--- config.mk ---
export PLATFORM = sky130hd
export DESIGN_NAME = hndshk_dest_rx
export DESIGN_NICKNAME = d
export VERILOG_FILES = /design/src/rtl/hndshk_dest_rx.sv
export SDC_FILE = /design/constraint.sdc
export NUM_CORES = 1
export LEC_CHECK = 0
export CAP_MARGIN = 30
export CORE_UTILIZATION = 30
export CTS_CLUSTER_SIZE = 24
export DETAILED_ROUTE_END_ITERATION = 16
export SLEW_MARGIN = 20
export SYNTH_ARGS = -nofsm -noshare
export SYNTH_HDL_FRONTEND = slang
export SYNTH_SLANG_ARGS = --single-unit
--- constraint.sdc ---
create_clock -name dest_clk -period 4.1 [get_ports dest_clk]
set_clock_uncertainty 0.2 [all_clocks]
set_input_delay 1.025 -clock dest_clk [delete_from_list [all_inputs] [get_ports dest_clk]]
set_output_delay 1.025 -clock dest_clk [all_outputs]
set_load 0.02 [all_outputs]
--- src/rtl/hndshk_dest_rx.sv ---
// Destination-side receiver for a four-phase req/ack CDC handshake.
// Synchronizes src_req into dest_clk, captures src_data, pulses dest_strobe,
// returns dest_ack to the source and flags a sticky ack-high timeout.
//
// state    | meaning
// ---------+-----------------------------------------------------------
// IDLE     | ack low; waiting for synchronized req with dest_ready high
// ACK_HIGH | word captured, ack high; waiting for synchronized req low
module hndshk_dest_rx #(
  parameter int DATA_WIDTH  = 32,
  parameter int SYNC_STAGES = 2,
  parameter int ACK_TIMEOUT = 1000
) (
  input  logic                  dest_clk,
  input  logic                  dest_reset_n,
  input  logic                  src_req,
  input  logic [DATA_WIDTH-1:0] src_data,
  input  logic                  dest_ready,
  output logic                  dest_ack,
  output logic                  dest_strobe,
  output logic [DATA_WIDTH-1:0] dest_data,
  output logic [31:0]           xfer_count,
  output logic                  proto_err
);

  typedef enum logic [1:0] {
    IDLE     = 2'b00,
    ACK_HIGH = 2'b01
  } state_t;

  // With the timeout disabled the counter simply saturates at its maximum.
  localparam bit          TIMEOUT_EN = (ACK_TIMEOUT != 0);
  localparam logic [15:0] CNT_LIMIT  = TIMEOUT_EN ? 16'(ACK_TIMEOUT) : 16'hFFFF;

  logic [SYNC_STAGES-1:0] sync_q;
  logic                   req_s;

  state_t                 state_q,  state_d;
  logic                   ack_q,    ack_d;
  logic                   strobe_q, strobe_d;
  logic [DATA_WIDTH-1:0]  data_q,   data_d;
  logic [31:0]            xfer_q,   xfer_d;
  logic [15:0]            cnt_q,    cnt_d;
  logic                   err_q,    err_d;

  // src_req synchronizer; the only place the asynchronous request is sampled
  always_ff @(posedge dest_clk or negedge dest_reset_n) begin
    if (!dest_reset_n) begin
      sync_q <= '0;
    end else begin
      sync_q <= {sync_q[SYNC_STAGES-2:0], src_req};
    end
  end

  assign req_s = sync_q[SYNC_STAGES-1];

  // State and registered outputs, all cleared asynchronously
  always_ff @(posedge dest_clk or negedge dest_reset_n) begin
    if (!dest_reset_n) begin
      state_q  <= IDLE;
      ack_q    <= 1'b0;
      strobe_q <= 1'b0;
      data_q   <= '0;
      xfer_q   <= '0;
      cnt_q    <= '0;
      err_q    <= 1'b0;
    end else begin
      state_q  <= state_d;
      ack_q    <= ack_d;
      strobe_q <= strobe_d;
      data_q   <= data_d;
      xfer_q   <= xfer_d;
      cnt_q    <= cnt_d;
      err_q    <= err_d;
    end
  end

  // Next-state and next-output logic for the handshake FSM
  always_comb begin
    state_d  = state_q;
    ack_d    = ack_q;
    strobe_d = 1'b0;
    data_d   = data_q;
    xfer_d   = xfer_q;
    cnt_d    = cnt_q;
    err_d    = err_q;
    case (state_q)
      IDLE: begin
        ack_d = 1'b0;
        cnt_d = '0;
        if (req_s && dest_ready) begin
          data_d   = src_data;
          strobe_d = 1'b1;
          ack_d    = 1'b1;
          xfer_d   = xfer_q + 32'd1;
          state_d  = ACK_HIGH;
        end
      end
      ACK_HIGH: begin
        ack_d = 1'b1;
        if (!req_s) begin
          ack_d   = 1'b0;
          cnt_d   = '0;
          state_d = IDLE;
        end else begin
          if (cnt_q != CNT_LIMIT) begin
            cnt_d = cnt_q + 16'd1;
          end
          if (TIMEOUT_EN && (cnt_d == CNT_LIMIT)) begin
            err_d = 1'b1;
          end
        end
      end
      default: begin
        ack_d   = 1'b0;
        cnt_d   = '0;
        state_d = IDLE;
      end
    endcase
  end

  assign dest_ack    = ack_q;
  assign dest_strobe = strobe_q;
  assign dest_data   = data_q;
  assign xfer_count  = xfer_q;
  assign proto_err   = err_q;

endmodule

Word level (Yosys, flattened, before mapping)
Index checks and enable logic that the tools add are counted.
{"block": "classes", "add_sub_neg": 2, "n_mul": 0, "n_div": 0, "magnitude_cmp": 0, "n_eq_ne": 5, "n_shift": 0, "n_mux": 12, "bitwise": 0, "n_reduce_logical": 5}
{"cell": "$mux 16", "n": 5}
{"cell": "$add 32x1->32 const B", "n": 1}
{"cell": "$add 16x1->16 const B", "n": 1}
{"cell": "$eq 16x10->1 const B", "n": 1}
{"cell": "$ne 16x10->1 const B", "n": 1}
{"cell": "$mux 2", "n": 2}
{"cell": "$ne 2x2->1 const B", "n": 2}
{"cell": "$pmux 2 s2", "n": 1}
{"cell": "$reduce_and 2->1", "n": 2}
{"cell": "$mux 1", "n": 3}
{"cell": "$reduce_and 3->1", "n": 1}
{"cell": "$eq 2x1->1 const B", "n": 1}
{"cell": "$logic_not 2->1", "n": 1}
{"cell": "$pmux 1 s2", "n": 1}
{"cell": "$logic_and 1x1->1", "n": 1}
{"block": "word_totals", "reg_bits": 87, "latch_bits": 0, "mem_bits_rw": 0, "rom_bits": 0, "inputBits": 36, "word_cells": 32, "n_memories": 0}

Depth between registers and ports, before layout
{"block": "logic_depth", "word_depth": 6, "ltp_mapped": 7, "ltp_nobuf": 7}

Least setup slack after synthesis
Ideal clock, no wire load.
{"block": "synth_timing", "path_kind": "input port to flip-flop", "start": "in dest_ready", "end": "reg xfer_q[31], in the netlist xfer_count[31]", "t_arrival_ns": 2.193, "required_time_ns": 3.772, "setup_slack_ns": 1.578, "path_stages": 6, "path_cell_list": "nand3b_1 > buf_6 > nor4_4 > nor3b_4 > nand4_1 > xnor2_1"}
{"block": "synth_via", "elab_chain_cells": 2}
{"element": "start: declaration", "line_no": "18", "text": "input logic dest_ready,"}
{"element": "$logic_and 1x1->1", "line_no": "91", "text": "if (req_s && dest_ready) begin"}
{"element": "$reduce_and 2->1 (no source line)"}
{"element": "end signal: assignment", "line_no": "72", "text": "xfer_q <= xfer_d;"}
{"element": "end: declaration", "line_no": "42", "text": "logic [31:0] xfer_q, xfer_d;"}
No other way between the ends.
A chain may end at the register's enable or synchronous reset.

Worst setup path in the final report
{"block": "layout_timing", "start": "in dest_ready", "end": "reg data_q[16], in the netlist dest_data[16]"}
{"block": "layout_via", "elab_chain_cells": 2}
{"element": "$logic_and 1x1->1", "line_no": "91"}
{"element": "$reduce_and 2->1 (no source line)"}
{"element": "end signal: assignment", "line_no": "71", "text": "data_q <= data_d;"}
{"element": "end: declaration", "line_no": "41", "text": "logic [DATA_WIDTH-1:0] data_q, data_d;"}
No other way between the ends.

==> impl_results.html <==
<table>
<tr><th>Metric</th><th>Value</th></tr>
<tr><th colspan="2">Logic synthesis</th></tr>
<tr><td>Distinct cells, synth</td><td>34</td></tr>
<tr><td>Synth cell count leaders</td><td>nand2_1 (117), dfrtp_1 (86), xnor2_1 (32), nor2_1 (21), nand3_1 (15)</td></tr>
<tr><td>Seq cells post-synth</td><td>86</td></tr>
<tr><td>Most frequent cell after synthesis</td><td>nand2_1</td></tr>
<tr><td>Portion of synthesized cell area occupied by the leading cell type</td><td>58.88%</td></tr>
<tr><td>Synthesized netlist cell count</td><td>355</td></tr>
<tr><td>Async SR Flop Fraction</td><td>100.0%</td></tr>
<tr><td>Avg Cell Area, Syn</td><td>10.30 um^2</td></tr>
<tr><td>Most used flip-flop cell after synthesis</td><td>dfrtp_1</td></tr>
<tr><td>Synth warnings</td><td>0</td></tr>
<tr><td>Area of the mapped netlist</td><td>3655 um^2</td></tr>
<tr><td>Number of enable-type register cells in the synthesized netlist</td><td>0</td></tr>
<tr><td>Share of the yosys chip area belonging to registers</td><td>58.88%</td></tr>
<tr><td>Dominant cells by area after synthesis</td><td>dfrtp_1 (59%), nand2_1 (12%), xnor2_1 (7.7%)</td></tr>
<tr><td>Post-synth net total</td><td>394</td></tr>
<tr><td>Cell taking the most area after synthesis</td><td>dfrtp_1</td></tr>
<tr><th colspan="2">Drt</th></tr>
<tr><td>Length of the first detailed-routing pass in iterations</td><td>4</td></tr>
<tr><td>DRC</td><td>0</td></tr>
<tr><td>DR vias</td><td>2750</td></tr>
<tr><td>Drt wl/cell</td><td>13.61 um</td></tr>
<tr><td>Remaining antenna violation count</td><td>0</td></tr>
<tr><td>Detailed-route wire length</td><td>8.304 mm</td></tr>
<tr><td>DRC violation total after the first TritonRoute iteration</td><td>121</td></tr>
<tr><td>Via/cell ratio</td><td>4.508</td></tr>
<tr><th colspan="2">Die</th></tr>
<tr><td>Number of rows in the core area</td><td>39</td></tr>
<tr><td>Horizontal die dimension</td><td>112.4 um</td></tr>
<tr><td>Die outline height</td><td>112.4 um</td></tr>
<tr><td>Core outline area</td><td>11660 um^2</td></tr>
<tr><td>I/O Pins</td><td>103</td></tr>
<tr><td>DIE AREA</td><td>12630 um^2</td></tr>
<tr><td>Initial core utilization</td><td>31.34%</td></tr>
<tr><th colspan="2">Timing</th></tr>
<tr><td>Setup TNS</td><td>0 ns</td></tr>
<tr><td>Worst max-slew margin expressed relative to the limit</td><td>53.55%</td></tr>
<tr><td>Post-layout minimum cycle time</td><td>2.919 ns</td></tr>
<tr><td>Fraction of the cycle the final worst path needs</td><td>71.21%</td></tr>
<tr><td>Achievable clock frequency</td><td>342.5 MHz</td></tr>
<tr><td>Number of endpoints failing setup at the final stage</td><td>0</td></tr>
<tr><td>Worst setup margin</td><td>1.181 ns</td></tr>
<tr><td>Max Transition Viols Final</td><td>0</td></tr>
<tr><td>Pin slew with the least headroom to its limit</td><td>0.6968 ns</td></tr>
<tr><td>Fin. Hold Viols</td><td>0</td></tr>
<tr><td>Unrepaired setup endpoints after global routing</td><td>no</td></tr>
<tr><th colspan="2">Cells and area</th></tr>
<tr><td>Fraction of layout cells with a size suffix above 1</td><td>4.925%</td></tr>
<tr><td>Final-stage net count</td><td>502</td></tr>
<tr><td>Antenna diode count</td><td>0</td></tr>
<tr><td>Total area of sequential cells</td><td>2152 um^2</td></tr>
<tr><td>Non-filler cells, final</td><td>610</td></tr>
<tr><td>Fillers</td><td>1098</td></tr>
<tr><td>Combined area of the multi-input logic cells</td><td>1441 um^2</td></tr>
<tr><td>Synth-to-layout area growth</td><td>40.98%</td></tr>
<tr><th colspan="2">Clock network</th></tr>
<tr><td>Clock tree from TritonCTS</td><td>built</td></tr>
<tr><td>Post-CTS repair timing setup buffer count</td><td>0</td></tr>
<tr><td>H-tree depth</td><td>3</td></tr>
<tr><td>Number of cells upsized or downsized after cts</td><td>0</td></tr>
<tr><td>CTS hold repair buffers</td><td>0</td></tr>
<tr><td>Clock root buffer</td><td>clkbuf_16</td></tr>
<tr><td>Total clock buffers created by CTS</td><td>9</td></tr>
<tr><td>Clock transition at the registers of the reported paths</td><td>0.07 ns</td></tr>
<tr><td>Clock net sink count</td><td>86</td></tr>
<tr><td>Worst-Skew Late Latency</td><td>0.33 ns</td></tr>
<tr><td>Maximum buffer depth of the clock tree</td><td>2</td></tr>
<tr><th colspan="2">Power</th></tr>
<tr><td>Power Density</td><td>441.5 nW/um^2</td></tr>
<tr><td>Pleak</td><td>2.357 nW</td></tr>
<tr><td>Peak supply drop</td><td>248.1 uV</td></tr>
<tr><th colspan="2">GRT</th></tr>
<tr><td>Pin count of the biggest net entering global routing</td><td>57</td></tr>
<tr><td>All-layer global routing usage</td><td>14.15%</td></tr>
<tr><td>Global-route wire length before repair</td><td>14.25 mm</td></tr>
<tr><td>Antenna violations before repair</td><td>0</td></tr>
<tr><td>Via count of the first global-routing pass</td><td>2804</td></tr>
<tr><td>Met3 Use GR</td><td>5.832%</td></tr>
<tr><td>Routing usage on met2</td><td>21.90%</td></tr>
<tr><td>Total gr overflow</td><td>0</td></tr>
<tr><td>GRT met1 Usage</td><td>18.55%</td></tr>
<tr><td>Most congested layer reported by global routing</td><td>met2</td></tr>
<tr><th colspan="2">Hold path</th></tr>
<tr><td>Hold crit path type</td><td>reg2reg</td></tr>
<tr><th colspan="2">Worst setup path</th></tr>
<tr><td>Kind of critical path</td><td>in2reg</td></tr>
<tr><td>Worst Path Max Fanout</td><td>36</td></tr>
<tr><td>Sort of element at the start of the critical path</td><td>input port</td></tr>
<tr><td>Data required time of the critical path</td><td>4.12 ns</td></tr>
<tr><td>Endpoint arrival time on the critical path</td><td>2.94 ns</td></tr>
<tr><td>Kind of capture point of the worst setup path</td><td>register</td></tr>
<tr><th colspan="2">Flow run</th></tr>
<tr><td>Reported max-cap violation count</td><td>0</td></tr>
<tr><th colspan="2">Place</th></tr>
<tr><td>Number of instances in the placed design</td><td>595</td></tr>
<tr><td>Count of buffers inserted at the top-level ports</td><td>102</td></tr>
<tr><td>Placed wire-length estimate</td><td>5.893 mm</td></tr>
<tr><td>Post-Place Worst Slack</td><td>0.8226 ns</td></tr>
<tr><td>Final weighted congestion in routability-driven placement</td><td>0.7529</td></tr>
<tr><th colspan="2">Outcome</th></tr>
<tr><td>Result of the run</td><td>completed</td></tr>
</table>
==> report_power, final <==
| part | total [W] | switching, W | internal, W |
|---|---|---|---|
| clock network | 0.000860 | 0.000327 | 0.000533 |
| logic | 0.000418 | 0.000217 | 0.000201 |
| registers | 0.000998 | 0.0000710 | 0.000927 |
==> kinds of logic (layout without fill, tap and decap cells) <==
logic type / Yosys count / count (layout) / synth area share [%]
mux: 2 / 2 / 0.5478
simple gates: 202 / 202 / 26.50
fa+ha+maj: 3 / 3 / 1.027
flops: 86 / 86 / 58.88
buf+inv: 14 / 126 / 1.677
xor+xnor: 44 / 44 / 10.54
compound gates: 4 / 4 / 0.8214
==> critical path, stage by stage <==
cell and delay [ns]:
clkdlybuf4s50_1 0.46, nand3b_1 0.18, buf_4 0.39, clkinv_1 0.39
buf_4 0.34, nand2_1 0.10, nand2_1 0.05
==> stage by stage <==
stage	util (%)	cell area, um^2	power (W)	hold slack [ns]
CTS	44.18	5152	0.002311	0.1771
finish	44.18	5152	0.002275	0.1721
global placement	41.50	4840	0.001429	0.1350
global route	44.18	5152	0.002385	0.1890
floorplan	-	3655	0.001183	0.1312
detailed placement	41.50	4840	0.001434	0.1575
==> sequential cells by signal, summed over array words and instances, names as in the netlist <==
signal and flops:
dest_strobe 1, dest_data 32, cnt_q 16, xfer_count 32
sync_q 2, state_q 1, dest_ack 1, proto_err 1
==> cells in the final DEF (no fill, tap or decap), types with 4 or more instances in the layout <==
cell             count
nand2_1            117
clkdlybuf4s50_1    101
dfrtp_1             86
xnor2_1             32
nor2_1              21
nand3_1             15
nand4_1             12
xor2_1              12
clkbuf_16            9
and3_1               7
and4_1               6
buf_4                5
inv_1                4
nor4_1               4
nor2b_1              4
==> per-layer routing <==
metal,vias up,routed length (um)
met5,-,0
met4,0,25
met3,2,753
met2,76,3700
met1,1294,3824
li1,1378,-
==> worst paths after layout <==
kind | from | to | slack [ns] | cells after the start
min in group asynchronous | dest_reset_n | cnt_q[11] | 0.54 | 1
max in group asynchronous | dest_reset_n | xfer_count[22] | 2.46 | 2
hold reg to reg | sync_q[0] | sync_q[1] | 0.17 | 0
setup / recovery | dest_ready | dest_data[16] | 1.18 | 7
setup reg to reg | xfer_count[1] | xfer_count[30] | 1.85 | 6
hold / removal | sync_q[0] | sync_q[1] | 0.17 | 0
==> area by class of cell <==
| cell class | instances | area share, % |
|---|---|---|
| Sequential cell | 86 | 41.77 |
| Multi-Input combinational cell | 255 | 27.97 |
| Tap cell | 143 | 3.473 |
| Inverter | 5 | 0.3643 |
| Timing Repair Buffer | 106 | 20.35 |
| Clock buffer | 10 | 4.444 |
| Clock inverter | 5 | 1.627 |
Note: power is estimated with default switching activity, not from simulation.
==> patch (same flow settings) <==
Set the parameter `DATA_WIDTH` to 64 (it was 32).
--- a/src/rtl/hndshk_dest_rx.sv
+++ b/src/rtl/hndshk_dest_rx.sv
@@ -7,7 +7,7 @@
 // IDLE     | ack low; waiting for synchronized req with dest_ready high
 // ACK_HIGH | word captured, ack high; waiting for synchronized req low
 module hndshk_dest_rx #(
-  parameter int DATA_WIDTH  = 32,
+  parameter int DATA_WIDTH  = 64,
   parameter int SYNC_STAGES = 2,
   parameter int ACK_TIMEOUT = 1000
 ) (
Ports: changed (resized dest_data and src_data); port bits go from 103 to 167. The function was not compared with the original's and may differ.
==> patch against the unedited design <==
Synthesized area rose by 37%. Non-clock buffer count rose by 63. Worst setup slack got worse by 0.12 ns. Cell count rose by 51%. Sequential cell count rose by 32. Maximum frequency fell by 3.9%. Die area rose by 36%. Sequential power rose by 40%. Total power rose by 60%. Wire length rose by 50%. Cell area rose by 45%. Register-to-register slack got worse by 0.25 ns. Sequential share of layout area fell by 2.3 points. Critical path type unchanged. Largest power group is now the clock network. Highest routed layer unchanged.
==> patch: results (changes against the unedited design) <==
The flow ran to the end, and the final reports show no timing, DRC or antenna violations. The delay contributed by the slowest stage of the critical path came out at 0.54 ns (+0.08 ns). The clock input transition at the sequential cells of the worst setup and hold paths was 0.05 ns (-0.02 ns). The power in the clock group came out at 1.53 mW (+78%). The number of distinct library cells after synthesis is 42 (+24%). The average cell area after synthesis came to 9.49 µm² (-7.8%). The depth of the worst register-to-register path was 7 (+1). The H-tree depth came to 4 (+1). The clock latency of the later-clocked register in the worst-skew pair is 0.41 ns (+0.08 ns). The DRC marker count from the first detailed-route iteration came out at 251 (+110%).

The standby leakage power is 3.44 nW (+46%). The relative slew slack is 0.535 (about the same). The critical path data arrival time was 3.17 ns (+0.23 ns). The largest net degree at the start of global routing is 68 (+19%). By count the netlist is led by sky130_fd_sc_hd__nand2_1 (217), sky130_fd_sc_hd__dfrtp_1 (118), sky130_fd_sc_hd__nor2_1 (31), sky130_fd_sc_hd__xnor2_1 (24), sky130_fd_sc_hd__xor2_1 (21). The final wirelength was 12500 µm (+50%).

The worst register-to-register path ends at proto_err. The overall routing resource usage came out at 0.153 (+0.0112). The filler cell count in the final layout is 1475 (+34%). In the post-synthesis netlist, the biggest area contributors are sky130_fd_sc_hd__dfrtp_1 (59%), sky130_fd_sc_hd__nand2_1 (16%), sky130_fd_sc_hd__xnor2_1 (4.2%). The final weighted congestion of routability-driven global placement is 0.809 (+7.4%). In this run the critical register-to-register path is launched from cnt_q[0]. The post-layout net count was 762 (+52%).

The maximum VDD drop came out at 0.000309 V (+24%). The net switching power is 0.975 mW (+59%). The sequential fraction of the synthesis area came out at 0.590 (+0.00160).

The wire length of the first global-routing pass was 21000 µm (+47%).
==> patch: logic make-up (layout without fill, tap and decap cells) <==
kind of cell    after synthesis  after routing  share of synthesized area
mux                           1              1                    0.00225
simple gates                312            312                      0.274
flops                       118            118                      0.590
buf+inv                      32            209                     0.0258
compound gates               16             16                     0.0208
xor+xnor                     45             45                     0.0788
fa+ha+maj                     3              3                    0.00751
==> patch: worst reg2reg max path: cells and delay by family (launching register included) <==
kind,cells,cell delay [ns]
compound gates,2,0.26
fa+ha+maj,1,0.37
flops,1,0.48
mux,1,0.39
simple gates,3,0.76
==> patch: how the worst max path moves through the flow <==
stage | end | slack, ns | depth (start not counted)
floorplan | xfer_count[31] | 1.63 | 6
global placement | xfer_count[28] | 0.67 | 8
detailed placement | xfer_count[28] | 0.63 | 8
CTS | xfer_count[28] | 1.06 | 8
global route | xfer_count[28] | 0.85 | 8
finish | xfer_count[28] | 1.06 | 8
==> patch: metal layers <==
metal	part of all wire	vias to the layer above	GRT usage	wire length, µm
met5	0	-	0	0
met4	0.0082	0	0.0484	103
met3	0.071	12	0.0629	881
met2	0.47	113	0.239	5890
met1	0.45	1952	0.191	5620
li1	-	2015	-	-
==> patch: layout make-up <==
class	count	area share
clock buffers	25	0.0663
clock inverters	7	0.0156
inverters	8	0.00402
multi-input cells	377	0.257
flip-flops and latches	118	0.395
well taps	216	0.0361
repair buffers	169	0.227
==> patch: stage by stage <==
stage          setup slack [ns]  hold WS, ns  power [mW]  instances  instance area, µm²
4_1_cts                    1.06        0.147        3.68        920                7480
6_report                   1.06        0.146        3.64        920                7480
3_3_place_gp              0.665        0.131        2.13        888                6870
2_1_floorplan              1.63        0.131        1.71        527                5000
3_5_place_dp              0.626        0.135        2.13        888                6870
5_1_grt                   0.850        0.152        3.80        920                7480
